===== config.mk =====
export PLATFORM = sky130hd
export DESIGN_NAME = psubsb_seq_flat
export DESIGN_NICKNAME = d
export VERILOG_FILES = /design/src/rtl/psubsb_seq_if.sv /design/src/rtl/psubsb_seq.sv /design/src/flat_wrapper.sv
export SDC_FILE = /design/constraint.sdc
export NUM_CORES = 1
export LEC_CHECK = 0
export ABC_AREA = 1
export CELL_PAD_IN_SITES_DETAIL_PLACEMENT = 1
export CELL_PAD_IN_SITES_GLOBAL_PLACEMENT = 2
export CORE_UTILIZATION = 31
export CTS_BUF_LIST = sky130_fd_sc_hd__clkbuf_4 sky130_fd_sc_hd__clkbuf_8
export CTS_CLUSTER_DIAMETER = 120
export DETAILED_ROUTE_END_ITERATION = 12
export GPL_TIMING_DRIVEN = 0
export PLACE_DENSITY = 0.78
export REMOVE_ABC_BUFFERS = 1
export SLEW_MARGIN = 30
export SYNTH_ARGS = -nofsm -noshare
export SYNTH_HDL_FRONTEND = slang
export SYNTH_SLANG_ARGS = --single-unit

===== constraint.sdc =====
create_clock -name clk -period 4.2 [get_ports clk]
set_clock_uncertainty 0.15 [all_clocks]
set_input_delay 0.84 -clock clk [delete_from_list [all_inputs] [get_ports clk]]
set_output_delay 0.84 -clock clk [all_outputs]
set_load 0.05 [all_outputs]

===== src/rtl/psubsb_seq_if.sv =====
// psubsb_seq_if: handshake and operand/result bundle for psubsb_seq.
// master drives start/A/B; slave returns busy/done/RES/ovf.
interface psubsb_seq_if #(
    parameter int WIDTH = 16,
    parameter int LANE  = 4
);
    localparam int NLANES = WIDTH / LANE;

    logic              start;
    logic [WIDTH-1:0]  A;
    logic [WIDTH-1:0]  B;
    logic              busy;
    logic              done;
    logic [WIDTH-1:0]  RES;
    logic [NLANES-1:0] ovf;

    modport master (
        output start, A, B,
        input  busy, done, RES, ovf
    );

    modport slave (
        input  start, A, B,
        output busy, done, RES, ovf
    );
endinterface


===== src/rtl/psubsb_seq.sv =====
// psubsb_seq: nibble-serial saturating parallel subtract, one lane per clock.
// Ports: clk, rst (sync, active high), bus (slave: start/A/B in; busy/done/RES/ovf out).
module psubsb_seq #(
    parameter int WIDTH = 16,
    parameter int LANE  = 4
) (
    input  logic         clk,
    input  logic         rst,
    psubsb_seq_if.slave  bus
);
    localparam int NLANES = WIDTH / LANE;
    localparam int CW     = (NLANES > 1) ? $clog2(NLANES) : 1;
    localparam logic [CW-1:0] LAST = CW'(NLANES - 1);

    typedef enum logic [1:0] {IDLE, RUN, DONE} state_t;

    state_t            state_q, state_d;
    logic [CW-1:0]     cnt_q, cnt_d;
    logic [WIDTH-1:0]  a_q, a_d;
    logic [WIDTH-1:0]  b_q, b_d;
    logic [WIDTH-1:0]  sh_q, sh_d;
    logic [NLANES-1:0] shovf_q, shovf_d;
    logic [WIDTH-1:0]  res_q, res_d;
    logic [NLANES-1:0] ovf_q, ovf_d;

    logic [LANE-1:0]   la, lb, ld, lane_r;
    logic              lane_o;

    // Current lane: borrow stays inside the lane, clamp on signed overflow.
    always_comb begin
        la     = a_q[cnt_q*LANE +: LANE];
        lb     = b_q[cnt_q*LANE +: LANE];
        ld     = la + ~lb + LANE'(1);
        lane_o = (la[LANE-1] ^ lb[LANE-1]) & (ld[LANE-1] ^ la[LANE-1]);
        if (!lane_o)
            lane_r = ld;
        else if (la[LANE-1])
            lane_r = {1'b1, {(LANE-1){1'b0}}};
        else
            lane_r = {1'b0, {(LANE-1){1'b1}}};
    end

    always_comb begin
        state_d = state_q;
        cnt_d   = cnt_q;
        a_d     = a_q;
        b_d     = b_q;
        sh_d    = sh_q;
        shovf_d = shovf_q;
        res_d   = res_q;
        ovf_d   = ovf_q;
        unique case (state_q)
            IDLE, DONE: begin
                if (bus.start) begin
                    a_d     = bus.A;
                    b_d     = bus.B;
                    sh_d    = '0;
                    shovf_d = '0;
                    cnt_d   = '0;
                    state_d = RUN;
                end else begin
                    state_d = IDLE;
                end
            end
            RUN: begin
                sh_d[cnt_q*LANE +: LANE] = lane_r;
                shovf_d[cnt_q]           = lane_o;
                cnt_d                    = cnt_q + CW'(1);
                // Publish only once every lane is in the shadow copy.
                if (cnt_q == LAST) begin
                    res_d   = sh_d;
                    ovf_d   = shovf_d;
                    state_d = DONE;
                end
            end
            default: state_d = IDLE;
        endcase
    end

    always_ff @(posedge clk) begin
        if (rst) begin
            state_q <= IDLE;
            cnt_q   <= '0;
            a_q     <= '0;
            b_q     <= '0;
            sh_q    <= '0;
            shovf_q <= '0;
            res_q   <= '0;
            ovf_q   <= '0;
        end else begin
            state_q <= state_d;
            cnt_q   <= cnt_d;
            a_q     <= a_d;
            b_q     <= b_d;
            sh_q    <= sh_d;
            shovf_q <= shovf_d;
            res_q   <= res_d;
            ovf_q   <= ovf_d;
        end
    end

    assign bus.busy = (state_q == RUN);
    assign bus.done = (state_q == DONE);
    assign bus.RES  = res_q;
    assign bus.ovf  = ovf_q;
endmodule


===== src/flat_wrapper.sv =====
// flat-port wrapper written by rule: the top's interface ports become plain ports
module psubsb_seq_flat 
#(
    parameter int WIDTH = 16,
    parameter int LANE  = 4
)
  (clk, rst, bus_start, bus_A, bus_B, bus_busy, bus_done, bus_RES, bus_ovf);
  psubsb_seq_if #(.WIDTH(WIDTH), .LANE(LANE)) bus_i ();
  input  logic clk;
  input  logic rst;
  input wire logic [$bits(bus_i.start)-1:0] bus_start;
  input wire logic [$bits(bus_i.A)-1:0] bus_A;
  input wire logic [$bits(bus_i.B)-1:0] bus_B;
  output wire logic [$bits(bus_i.busy)-1:0] bus_busy;
  output wire logic [$bits(bus_i.done)-1:0] bus_done;
  output wire logic [$bits(bus_i.RES)-1:0] bus_RES;
  output wire logic [$bits(bus_i.ovf)-1:0] bus_ovf;
  assign bus_i.start = bus_start;
  assign bus_i.A = bus_A;
  assign bus_i.B = bus_B;
  assign bus_busy = bus_i.busy;
  assign bus_done = bus_i.done;
  assign bus_RES = bus_i.RES;
  assign bus_ovf = bus_i.ovf;
  psubsb_seq #(.WIDTH(WIDTH), .LANE(LANE)) u_core (.clk(clk), .rst(rst), .bus(bus_i));
endmodule

=== After elaboration in Yosys (flattened, before gate mapping) ===
Cells that the tools add are included.

* Order comparisons: 2
* Shift operators: 4
* Reductions and logical operators: 7
* Muxes and demuxes: 15
* Equal/unequal tests: 5
* $add $sub $neg: 4
* Bitwise gates (word level): 4

{| class="wikitable"
|+ Operators with widths
! cell !! count
|-
| 4-bit negation with 34-bit output || 1
|-
| 4-bit by 34-bit variable shift with 16-bit output (first input constant) || 1
|-
| 4-bit by 34-bit indexed part select with 16-bit output || 1
|-
| 16-bit one-hot mux with 2 select lines || 1
|-
| 16-bit by 5-bit indexed part select with 4-bit output || 2
|-
| 16-bit bitwise mux || 1
|-
| 16-bit 2-to-1 mux || 1
|-
| 4-bit 2-to-1 mux || 3
|-
| 2-bit one-hot mux with 2 select lines || 2
|-
| 4-bit one-hot mux with 2 select lines || 1
|-
| 2-bit AND reduction || 3
|-
| 4-bit by 1-bit adder with 4-bit output (second input constant) || 1
|-
| 4-bit adder || 1
|-
| 4-bit bitwise mux || 1
|-
| 2-bit == test (second input constant) || 2
|-
| 2-bit 2-to-1 mux || 2
|-
| 4-bit NOT || 1
|-
| 2-bit by 3-bit < comparator with 1-bit output (second input constant) || 1
|-
| 2-bit by 1-bit adder with 2-bit output (second input constant) || 1
|-
| 1-bit demux with 2-bit select || 1
|-
| 2-bit by 1-bit == test with 1-bit output (second input constant) || 1
|-
| 2-bit by 1-bit >= comparator with 1-bit output (second input constant) || 1
|-
| 2-bit logical NOT || 1
|-
| 1-bit 2-to-1 mux || 2
|-
| other kinds (7) || 8
|}

* Bits in registers: 76
* Logic and storage cells: 49

=== Depth between registers and ports, before layout ===
* Depth in word-level cells: 10
* Gate-level depth with buffers: 17
* Depth with buffers taken out: 15

=== Worst setup path before layout ===
Ideal clock, no wire load.

* Path type: reg-to-reg
* Start point: reg u_core.cnt_q[0]
* End point: reg u_core.sh_q[14]
* Setup time: 70 ps
* Arrival time: 3095 ps
* Stages on the path, launching flop included: 18
* Path buffers: 3
* Slack: 884 ps
* Clock period less this slack: 3316 ps
* Path through: dfxtp_1 -> buf_6 -> buf_2 -> clkbuf_1 -> o21ai_0 -> o22ai_1 -> ha_1 -> nand2_1 -> nor2_1 -> a211oi_1 -> fa_1 -> inv_1 -> nand3_4 -> nand2_2 -> nand4_2 -> o21bai_2 -> nand2_1 -> a21oi_1

* Cells in the longest elaborated chain, start to end: 10
* Elaborated cells between the ends (all ways): 15
* Those cells by class: 3 x add/sub; 4 x shift; 4 x mux; 4 x bitwise

{| class="wikitable"
|+ RTL lines
! item !! line !! text
|-
| from (decl) || psubsb_seq.sv:18 || <nowiki>logic [CW-1:0] cnt_q, cnt_d;</nowiki>
|-
| from (signal assigned) || psubsb_seq.sv:92 || <nowiki>cnt_q <= cnt_d;</nowiki>
|-
| 16-bit by 5-bit indexed part select with 4-bit output || psubsb_seq.sv:32 || <nowiki>lb = b_q[cnt_q*LANE +: LANE];</nowiki>
|-
| 4-bit NOT || psubsb_seq.sv:33 || <nowiki>ld = la + ~lb + LANE'(1);</nowiki>
|-
| 4-bit adder || psubsb_seq.sv:33 ||
|-
| 4-bit by 1-bit adder with 4-bit output || psubsb_seq.sv:33 ||
|-
| 1-bit bitwise XOR || psubsb_seq.sv:34 || <nowiki>lane_o = (la[LANE-1] ^ lb[LANE-1]) & (ld[LANE-1] ^ la[LANE-1]);</nowiki>
|-
| 1-bit AND || psubsb_seq.sv:34 ||
|-
| 4-bit 2-to-1 mux || psubsb_seq.sv:35 || <nowiki>if (!lane_o)</nowiki>
|-
| 4-bit by 34-bit indexed part select with 16-bit output || psubsb_seq.sv:66 || <nowiki>sh_d[cnt_q*LANE +: LANE] = lane_r;</nowiki>
|-
| 16-bit bitwise mux * || psubsb_seq.sv:66 ||
|-
| 16-bit one-hot mux with 2 select lines * || psubsb_seq.sv:52 || <nowiki>unique case (state_q)</nowiki>
|-
| to (signal assigned) || psubsb_seq.sv:86 || <nowiki>sh_q <= '0;</nowiki>
|-
| to (signal assigned) || psubsb_seq.sv:95 || <nowiki>sh_q <= sh_d;</nowiki>
|-
| to (decl) || psubsb_seq.sv:21 || <nowiki>logic [WIDTH-1:0] sh_q, sh_d;</nowiki>
|}

Every way passes the cells marked *; elsewhere a longest branch is shown, timed or not.
A chain may end at the register's enable or synchronous reset.

=== Worst setup path after layout ===
* Start point: reg u_core.cnt_q[1]
* End point: reg u_core.sh_q[12]

Same word-level chain as after synthesis.

==> reports/metrics.yaml <==
logic_synthesis:
  synth_cell_type_count: 36
  syn-mean-instance-area_um2: 7.358
  synth_top_area_frac: 0.4269
  synth_area_um2: 3517
  yosysWarnings: 0
  synthTopCellsByArea: "dfxtp_1, nor2_1, nand2_1"
  synth_top_area_cell: "dfxtp_1"
  synth-seq-cells: 75
  ys_seq_area_frac: 0.4269
  synthCells: 478
pwr:
  powerDensity_nw_per_um2: 392.6
  sw_frac_of_total: 0.2930
  pwr-share-seq: 0.451
  power_leakage_nw: 1.744
  p_sw_mw: 0.5005
  clkPwrFrac: 0.354
  power_mw: 1.708
  p_int_mw: 1.208
  ir_drop_mv: 0.2054
  p_comb_frac: 0.195
timing:
  fin_setup_tns_ns: 0
  worst_pin_slew_ns: 0.8758
  drv_slew: 0
  relSlewSlack: 0.4155
  max_freq_mhz: 267.7
  hold_ws_ns: 0.3102
  post-route-worst-setup-slack_ns: 0.4645
  min_period_over_period: 0.8894
  timing.final.setup_violations: 0
  rsz0062_at_grt: "false"
  finalHoldViolCount: 0
  period_minus_slack_ns: 3.736
placed_design:
  place_hpwl_um: 6397
  gp_congestion: 0.7394
  io_buffers: 56
  dpl_cell_area_um2: 4145
  dp_slack_ns: 0.3906
cts:
  cts.sinks: 75
  cts_hold_buf: 0
  cts_tree: "done"
  cts_buffers: 9
  path_clk_slew_ns: 0.08
  htree_levels: 3
  clk_latency_ns: 0.36
  clockBufferDepth: 2
  clockRootBuffer: "clkbuf_8"
  cts.repair.resized: 0
  cts_setup_buffers: 0
cells_and_area:
  mostFrequentLayoutCells: "nor2_1, nand2_1, dfxtp_1, clkdlybuf4s50_1, o21ai_0"
  n_antenna_cell: 0
  layout.nets: 565
  design_area_um2: 4352
  layout_commonest_cell: "nor2_1"
  syn_to_final_growth_pct: 23.73
  drive_gt1_frac: 0.08588
global_route:
  grt_pass1_vias: 3202
  groute.usage.overall: 0.1697
  grt_pass1_wl_um: 15520
  grt_max_degree: 54
  grt_overflow_total: 0
  antenna_found_initial: 0
critical_path:
  cpPeakStageDelay_ns: 0.66
  worst-path-max-fanout: 15
  worst-path-buf-inv: 2
  crit_arrival_ns: 3.87
  crit_family: "compound AO/OA/AOI/OAI gates"
  cpMostUsedCell: "nand2_1"
  cp_cell_sequence: "inv_2 > a32o_1 > ha_1 > nand2_1 > nor2_1 > a211oi_1 > fa_1 > inv_1 > nand3_4 > nand2_1 > nand4_1 > o21bai_1 > nand2_1 > a21oi_1"
  end_kind: "register"
  slowest_stage: "dfxtp_1"
  worstSetupPathType: "reg2reg"
  critPathLaunchType: "register"
  critPathRequiredTime_ns: 4.33
floorplanning:
  start_util: 0.3216
  boundaryPins: 57
  die_y_um: 108.5
  die_x_um: 108.5
  core_um2: 10940
  die_area_um2: 11780
  rows: 38
drt:
  drcViolationCount: 0
  vias_per_cell: 4.809
  routedWlPerCell_um: 13.79
  ant_nets: 0
  wl_um: 9158
  dr_total_vias: 3193
  drt_iter0_drc: 88
  dr.pass1.iters: 4
worst_hold_path:
  worst_hold_path_type: "reg2reg"
run_status:
  outcome: "finished, final reports clean"
job:
  max-cap-violations: 0
==> synthesized netlist by cell type <==
cell       count
nor2_1        84
nand2_1       83
dfxtp_1       75
o21ai_0       53
inv_1         39
a21oi_1       27
nand3_1       18
clkbuf_1      17
o21bai_1      11
ha_1           9
nand2_2        8
buf_2          7
a31oi_1        6
nand4_1        4
o22ai_1        4
a2bb2oi_1      3
inv_2          3
a211oi_1       2
a32o_1         2
buf_6          2
fa_1           2
nand3_4        2
o21ai_1        2
o21ai_2        2
o21bai_2       2
a22oi_1        1
a32oi_1        1
buf_4          1
inv_8          1
nand2_4        1
nand4_2        1
nor2_2         1
nor2_4         1
nor3_1         1
nor3_2         1
xnor2_1        1
==> worst register-to-register path: stages, from the launching register on <==
cell      delay [ns]
dfxtp_1         0.66
inv_2           0.28
a32o_1          0.34
ha_1            0.34
nand2_1         0.08
nor2_1          0.04
a211oi_1        0.25
fa_1            0.54
inv_1           0.13
nand3_4         0.14
nand2_1         0.10
nand4_1         0.16
o21bai_1        0.28
nand2_1         0.08
a21oi_1         0.12
==> per-stage QoR <==
stage | std cells | util
3_5_place_dp | 648 | 0.3791
6_report | 664 | 0.3979
3_3_place_gp | 647 | 0.3771
5_1_grt | 664 | 0.3979
4_1_cts | 664 | 0.3984
2_1_floorplan | 451 | -
==> path summary, 6_finish.rpt <==
kind | end | cells past startpoint | from | slack, ns
max | u_core.sh_q[12] | 14 | u_core.cnt_q[1] | 0.46
min | u_core.a_q[0] | 2 | u_core.a_q[0] | 0.31
max reg2reg | u_core.sh_q[12] | 14 | u_core.cnt_q[1] | 0.46
min reg2reg | u_core.a_q[0] | 2 | u_core.a_q[0] | 0.31
==> registers in the layout (all words and copies together), names as in the netlist <==
| name | count |
|---|---|
| u_core.a_q | 16 |
| u_core.b_q | 16 |
| u_core.bus.RES | 16 |
| u_core.sh_q | 16 |
| u_core.bus.ovf | 4 |
| u_core.shovf_q | 3 |
| u_core.cnt_q | 2 |
| u_core.state_q | 2 |
==> routing by layer <==
metal / vias to the layer above / track usage / wire [um]
met3: 12 / 0.03797 / 304
met5: - / 0 / 0
met1: 1500 / 0.2157 / 4356
li1: 1633 / - / -
met2: 48 / 0.2839 / 4365
met4: 0 / 0.05309 / 133
==> power by group through the flow <==
stage,combinational [mW],sequential (mW),clock (mW)
6_report,0.332,0.771,0.605
5_1_grt,0.380,0.776,0.661
4_1_cts,0.341,0.771,0.629
3_5_place_dp,0.339,0.788,0
3_3_place_gp,0.328,0.786,0
2_1_floorplan,0.227,0.781,0
==> cell families (layout without fill, tap and decap cells) <==
family	after synthesis	count (layout)	share of synthesized area
simple gates	205	205	0.2512
xor+xnor	1	1	0.002491
flops	75	75	0.4269
compound gates	116	116	0.1914
fa+ha+maj	11	11	0.04340
buf+inv	70	116	0.08467
==> area by class of cell <==
| class | instances | area [um^2] |
|---|---|---|
| clock buffers | 10 | 131.4 |
| clock inverters | 6 | 80.08 |
| fillers | 1374 | 6584 |
| inverters | 43 | 168.9 |
| multi-input cells | 333 | 1723 |
| flip-flops and latches | 75 | 1503 |
| well taps | 140 | 175.2 |
| repair buffers | 57 | 570.5 |
Power figures use the tool's default switching activity.
